**src/rtl/cpu_pkg.sv**
```systemverilog
// Shared CPU definitions: register file geometry defaults, the 6-bit opcode
// map and the writes_reg() predicate. The writeback mux, decode, the
// register file and its scoreboard all import this package.
package cpu_pkg;

    localparam int NREGS  = 32;
    localparam int DWIDTH = 32;
    localparam int AWIDTH = 5;

    typedef logic [5:0] opcode_t;

    localparam opcode_t OP_NOP   = 6'd0;
    localparam opcode_t OP_ADD   = 6'd1;
    localparam opcode_t OP_SUB   = 6'd2;
    localparam opcode_t OP_STORE = 6'd3;
    localparam opcode_t OP_LOAD  = 6'd4;
    localparam opcode_t OP_MOVE  = 6'd5;
    localparam opcode_t OP_SGE   = 6'd6;
    localparam opcode_t OP_SLE   = 6'd7;
    localparam opcode_t OP_SGT   = 6'd8;
    localparam opcode_t OP_SLT   = 6'd9;
    localparam opcode_t OP_SEQ   = 6'd10;
    localparam opcode_t OP_SNE   = 6'd11;
    localparam opcode_t OP_AND   = 6'd12;
    localparam opcode_t OP_OR    = 6'd13;
    localparam opcode_t OP_XOR   = 6'd14;
    localparam opcode_t OP_NOT   = 6'd15;
    localparam opcode_t OP_MOVEI = 6'd16;
    localparam opcode_t OP_SLI   = 6'd17;
    localparam opcode_t OP_SRI   = 6'd18;
    localparam opcode_t OP_ADDI  = 6'd19;
    localparam opcode_t OP_SUBI  = 6'd20;

    // True for every opcode that produces a register result. NOP, STORE and
    // the undefined range 21..63 write nothing.
    function automatic logic writes_reg(input opcode_t op);
        return (op == OP_ADD) || (op == OP_SUB) ||
               ((op >= OP_LOAD) && (op <= OP_SUBI));
    endfunction

endpackage

```
**src/rtl/reg_scoreboard.sv**
```systemverilog
// Per-register pending scoreboard for the register file.
// Ports:
//   i_clk, i_reset      clock, synchronous active-high reset
//   i_wb_en, i_wb_rd    architectural write happening this cycle and its target
//   i_issue_valid       decode presents an instruction this cycle
//   i_issue_opcode      opcode of that instruction
//   i_rs1/i_rs2/i_rd    its sources and destination
//   o_stall             combinational hold request back to decode
//
// Issue handshake: an instruction is accepted on a clock edge where
// i_issue_valid is high and o_stall is low; while o_stall is high decode must
// hold every issue input stable. o_stall never depends on anything but the
// current inputs and the pending vector.
module reg_scoreboard
    import cpu_pkg::*;
#(
    parameter int NREGS  = cpu_pkg::NREGS,
    parameter int AWIDTH = cpu_pkg::AWIDTH
) (
    input  logic              i_clk,
    input  logic              i_reset,
    input  logic              i_wb_en,
    input  logic [AWIDTH-1:0] i_wb_rd,
    input  logic              i_issue_valid,
    input  logic [5:0]        i_issue_opcode,
    input  logic [AWIDTH-1:0] i_rs1,
    input  logic [AWIDTH-1:0] i_rs2,
    input  logic [AWIDTH-1:0] i_rd,
    output logic              o_stall
);

    logic [NREGS-1:0] r_pending;
    logic [NREGS-1:0] w_clear_mask;
    logic [NREGS-1:0] w_set_mask;
    logic [NREGS-1:0] w_busy;
    logic             w_issue_writes;
    logic             w_issue_fire;

    always_comb begin
        w_clear_mask = '0;
        if (i_wb_en) begin
            w_clear_mask[i_wb_rd] = 1'b1;
        end

        // A writer completing this very cycle no longer blocks: its data
        // reaches the read ports through the write-through bypass.
        w_busy    = r_pending & ~w_clear_mask;
        w_busy[0] = 1'b0;

        w_issue_writes = writes_reg(i_issue_opcode);
        // Both sources are checked even if the opcode ignores one of them.
        o_stall = i_issue_valid &&
                  (w_busy[i_rs1] || w_busy[i_rs2] ||
                   (w_issue_writes && w_busy[i_rd]));

        w_issue_fire = i_issue_valid && !o_stall && w_issue_writes &&
                       (i_rd != '0);
        w_set_mask = '0;
        if (w_issue_fire) begin
            w_set_mask[i_rd] = 1'b1;
        end
    end

    // Set is OR'ed in after the clear so a new writer to the register being
    // retired this cycle keeps the bit high.
    always_ff @(posedge i_clk) begin
        if (i_reset) begin
            r_pending <= '0;
        end else begin
            r_pending <= (r_pending & ~w_clear_mask) | w_set_mask;
        end
    end

endmodule

```
**src/rtl/regfile_wb_scoreboard.sv**
```systemverilog
// Architectural register file at the end of the pipeline, fed by the
// writeback mux. Commits din to rd_d3 for register-writing opcodes, offers two
// registered read ports to decode with write-through bypass, and stalls decode
// on RAW/WAW hazards through the reg_scoreboard sub-module.
// Ports:
//   clk, reset                      clock, synchronous active-high reset
//   din, rd_d3, opcode_d3           writeback data, target and opcode
//   issue_valid, issue_opcode       decoding instruction presence and opcode
//   rs1_addr, rs2_addr, rd_req      its source and destination registers
//   reg_rs1, reg_rs2                registered read data (1-cycle latency)
//   stall                           combinational hold request to decode
//   wb_commit                       registered, high the cycle after a write
module regfile_wb_scoreboard
    import cpu_pkg::*;
#(
    parameter int NREGS  = cpu_pkg::NREGS,
    parameter int DWIDTH = cpu_pkg::DWIDTH,
    parameter int AWIDTH = cpu_pkg::AWIDTH
) (
    input  logic              clk,
    input  logic              reset,
    input  logic [DWIDTH-1:0] din,
    input  logic [AWIDTH-1:0] rd_d3,
    input  logic [5:0]        opcode_d3,
    input  logic              issue_valid,
    input  logic [5:0]        issue_opcode,
    input  logic [AWIDTH-1:0] rs1_addr,
    input  logic [AWIDTH-1:0] rs2_addr,
    input  logic [AWIDTH-1:0] rd_req,
    output logic [DWIDTH-1:0] reg_rs1,
    output logic [DWIDTH-1:0] reg_rs2,
    output logic              stall,
    output logic              wb_commit
);

    logic [DWIDTH-1:0] r_regs [NREGS];
    logic [DWIDTH-1:0] r_rs1;
    logic [DWIDTH-1:0] r_rs2;
    logic              r_wb_commit;
    logic              w_wb_en;
    logic [DWIDTH-1:0] w_rs1_next;
    logic [DWIDTH-1:0] w_rs2_next;

    // R0 is never written, so reading r_regs[0] always yields the reset zero.
    assign w_wb_en = writes_reg(opcode_d3) && (rd_d3 != '0);

    always_comb begin
        w_rs1_next = r_regs[rs1_addr];
        w_rs2_next = r_regs[rs2_addr];
        if (w_wb_en && (rd_d3 == rs1_addr)) begin
            w_rs1_next = din;
        end
        if (w_wb_en && (rd_d3 == rs2_addr)) begin
            w_rs2_next = din;
        end
    end

    always_ff @(posedge clk) begin
        if (reset) begin
            for (int i = 0; i < NREGS; i++) begin
                r_regs[i] <= '0;
            end
            r_rs1       <= '0;
            r_rs2       <= '0;
            r_wb_commit <= 1'b0;
        end else begin
            if (w_wb_en) begin
                r_regs[rd_d3] <= din;
            end
            r_rs1       <= w_rs1_next;
            r_rs2       <= w_rs2_next;
            r_wb_commit <= w_wb_en;
        end
    end

    assign reg_rs1   = r_rs1;
    assign reg_rs2   = r_rs2;
    assign wb_commit = r_wb_commit;

    reg_scoreboard #(
        .NREGS  (NREGS),
        .AWIDTH (AWIDTH)
    ) u_scoreboard (
        .i_clk          (clk),
        .i_reset        (reset),
        .i_wb_en        (w_wb_en),
        .i_wb_rd        (rd_d3),
        .i_issue_valid  (issue_valid),
        .i_issue_opcode (issue_opcode),
        .i_rs1          (rs1_addr),
        .i_rs2          (rs2_addr),
        .i_rd           (rd_req),
        .o_stall        (stall)
    );

endmodule

```
**config.mk**
```make
export PLATFORM = sky130hd
export DESIGN_NAME = regfile_wb_scoreboard
export DESIGN_NICKNAME = d
export VERILOG_FILES = /design/src/rtl/cpu_pkg.sv /design/src/rtl/reg_scoreboard.sv /design/src/rtl/regfile_wb_scoreboard.sv
export SDC_FILE = /design/constraint.sdc
export NUM_CORES = 2
export LEC_CHECK = 0
export BUFFER_PORTS_ARGS = -buffer_cell sky130_fd_sc_hd__buf_2
export CORE_UTILIZATION = 65
export CTS_BUF_LIST = sky130_fd_sc_hd__clkbuf_8
export CTS_CLUSTER_DIAMETER = 200
export CTS_CLUSTER_SIZE = 10
export DETAILED_ROUTE_END_ITERATION = 8
export PLACE_DENSITY = 0.82
export SYNTH_ARGS = -nofsm -noshare
export SYNTH_HDL_FRONTEND = slang
export SYNTH_SLANG_ARGS = --single-unit
```
**constraint.sdc**
```tcl
create_clock -name clk -period 5.2 [get_ports clk]
set_input_delay 1.04 -clock clk [delete_from_list [all_inputs] [get_ports clk]]
set_output_delay 1.04 -clock clk [all_outputs]
set_load 0.005 [all_outputs]
```
==> results.tsv <==
stage	metric	value	unit
timing	post-route-period-util	94.90	%
detailed_routing	vias	37590	
global_routing	grt_max_degree	106	
timing	whs	0.5575	ns
timing	max_freq	202.6	MHz
detailed_routing	wl_met3	27220	um
die	fp.dieArea	91610	um2
detailed_routing	routed.top_layer	met5	
clock_tree	htree_levels	3	
outcome	outcome	finished, final reports clean	
yosys	ys_ff_latch	1120	
global_routing	grt.total_usage	40.72	%
worst_setup_path	path_common_cell	buf_2	
timing	hold_viol_final	0	
detailed_routing	via_per_inst	7.413	
die	core_area	88920	um2
clock_tree	clk_pin_slew	0.08	ns
finish	area_growth_syn_to_layout	7.583	%
place	placed_area	61280	um2
finish	final_cells	5071	
pwr	p_leak	21.52	nW
clock_tree	ctsRootBufferMaster	clkbuf_8	
clock_tree	numCtsBuffers	121	
timing	finalMaxSlewViolations	0	
pwr	total_power	18.39	mW
die	rows	109	
detailed_routing	drt-total-wl	182900	um
die	start_util	66.08	%
clock_tree	clockBufferDepth	3	
finish	drive_above_1_share	29.00	%
pwr	powerDensity	291.0	nW/um2
detailed_routing	routedWlPerCell	36.07	um
yosys	synth_flop_cell	edfxtp_1	
detailed_routing	dr.pass1.iters	6	
worst_setup_path	cp.arrival	3.89	ns
timing	worst_pin_slew	1.196	ns
min_path	min_path_type	flop to flop	
worst_setup_path	worstSetupStartpointType	primary input	
global_routing	grt_overflow	0	
place	dpl.hpwl	109400	um
global_routing	grt_pass1_wl	258900	um
yosys	seq_area_frac_synth	55.60	%
place	place_congestion	0.9992	
global_routing	antenna_found_initial	20	
clock_tree	worstSkewPairLatency	0.86	ns
timing	period_needed	4.935	ns
detailed_routing	remaining_drc_errors	0	
clock_tree	postCtsHoldBufs	0	
pwr	ir_drop	0.2631	mV
worst_setup_path	slowest_stage	nor4b_4	
detailed_routing	dr_wl_met2	82730	um
place	placed_cells	4888	
yosys	syn-cell-area	58760	um2
worst_setup_path	end_kind	output pin	
worst_setup_path	path_class	primary input to output pin	
worst_setup_path	cpPeakStageDelay	0.40	ns
global_routing	grt_pass1_vias	37230	
yosys	syn_inst	3828	
worst_setup_path	crit_chain	buf_2, and2_1, o21ai_2, nand4_2, buf_4, o21ai_1, o221ai_1, o311ai_1, o221ai_2, nor4b_4, nor2b_1, buf_2	
yosys	synth_warnings	0	
timing	setup_viol	0	
yosys	async_flop_share	0	%
finish	final_area	63220	um2
timing	tns	0	ns
timing	skew	0.06291	ns
detailed_routing	wl_met1	62190	um
finish	layout_common_cells	1024 x edfxtp_1, 994 x and2_1, 640 x mux4_2, 161 x nand2_1, 127 x buf_4	
die	die_h	302.7	um
finish	post-route-util	71.09	%
finish	layout_commonest_cell	edfxtp_1	
timing	grt_setup_unrepaired	false	
clock_tree	cts_setup_buffers	0	
place	port_buffers	132	
timing	worst_slack	0.2652	ns
run	maxCapViolCount	0	
clock_tree	clock_sinks	1120	
place	place_worst_setup_slack	0.3843	ns
yosys	synth_area_per_cell	15.35	um2
detailed_routing	final_antenna_net_count	0	
finish	nNetsFinal	3913	
clock_tree	cts_tree	yes	
worst_setup_path	worstPathRequired	4.16	ns
clock_tree	cts_resized	0	
die	die_x	302.7	um
detailed_routing	drt_iter0_markers	6194	
yosys	synth_edf_count	1024	
worst_setup_path	critPathMaxFanout	5	
die	pin_count	133	
timing	max-slew-margin-rel	20.07	%
yosys	synth_cell_types	73	
## layer usage
| metal | up-vias | GRT usage, % |
|---|---|---|
| li1 | 14770 | - |
| met4 | 18 | 21.64 |
| met3 | 643 | 11.64 |
| met2 | 3364 | 60.59 |
| met1 | 18790 | 55.34 |
| met5 | - | 0 |
## cell usage after synthesis (all sizes together), types with 6 or more instances
master / number / area [um2]
edfxtp: 1024 / 30750
and2: 994 / 6218
mux4: 640 / 14410
clkbuf: 341 / 1284
nand2: 162 / 610.6
nor2: 127 / 479.2
dfxtp: 96 / 1922
buf: 73 / 315.3
a311oi: 66 / 578.1
o21ai: 34 / 173.9
nand4: 25 / 192.7
o21bai: 21 / 157.7
o211ai: 18 / 135.1
o32ai: 16 / 185.2
a21oi: 15 / 78.83
nor3: 15 / 75.07
nand2b: 13 / 81.33
nand3: 12 / 60.06
inv: 11 / 41.29
o22ai: 10 / 62.56
o2111ai: 9 / 85.08
or2: 9 / 56.30
xor2: 8 / 70.07
mux2i: 7 / 70.07
nor2b: 7 / 43.79
o221ai: 7 / 67.56
or3: 6 / 37.54
xnor2: 6 / 52.55
## final timing paths
check | cells after the start | to | from | slack, ns
max reg2reg | 12 | u_scoreboard.r_pending[30] | u_scoreboard.r_pending[11] | 2.29
max | 12 | stall | opcode_d3[4] | 0.27
min reg2reg | 2 | u_scoreboard.r_pending[3] | u_scoreboard.r_pending[3] | 0.56
min | 2 | u_scoreboard.r_pending[3] | u_scoreboard.r_pending[3] | 0.56
## final cells by class
class	instances	area (um2)
Antenna cell	3	7.507
Tap cell	1165	1458
Fill cell	5634	25700
Clock inverter	57	239.0
Inverter	13	53.80
Sequential cell	1120	32670
Clock buffer	123	1693
Timing Repair Buffer	278	2077
Multi-Input combinational cell	2312	25020
## registers in the layout, indices dropped and copies added, names as in the netlist
signal                  count
r_regs                   1024
reg_rs1                    32
reg_rs2                    32
u_scoreboard.r_pending     31
wb_commit                   1
## cell families after synthesis
logic type | after synthesis | synth area share (%)
xor gates and xnor gates | 14 | 0.2087
buffers and inverters | 427 | 2.804
other | 1 | 0.006382
and+or+nand+nor | 1386 | 13.60
AOI/OAI and AO/OA | 233 | 3.132
muxes | 647 | 24.65
DFF | 1120 | 55.60
## critical path: cells and delay by family
| kind | cells | cell delay, ns |
|---|---|---|
| compound gates | 5 | 1.32 |
| buf+inv | 3 | 0.54 |
| simple gates | 4 | 0.98 |
## report_power, final
group / leakage, nW / internal [mW] / switching, mW
logic: 9.80 / 1.13 / 1.41
registers: 10.5 / 10.3 / 0.270
clock network: 1.18 / 2.15 / 3.13
total: 21.5 / 13.6 / 4.80
Power figures use the tool's default switching activity.
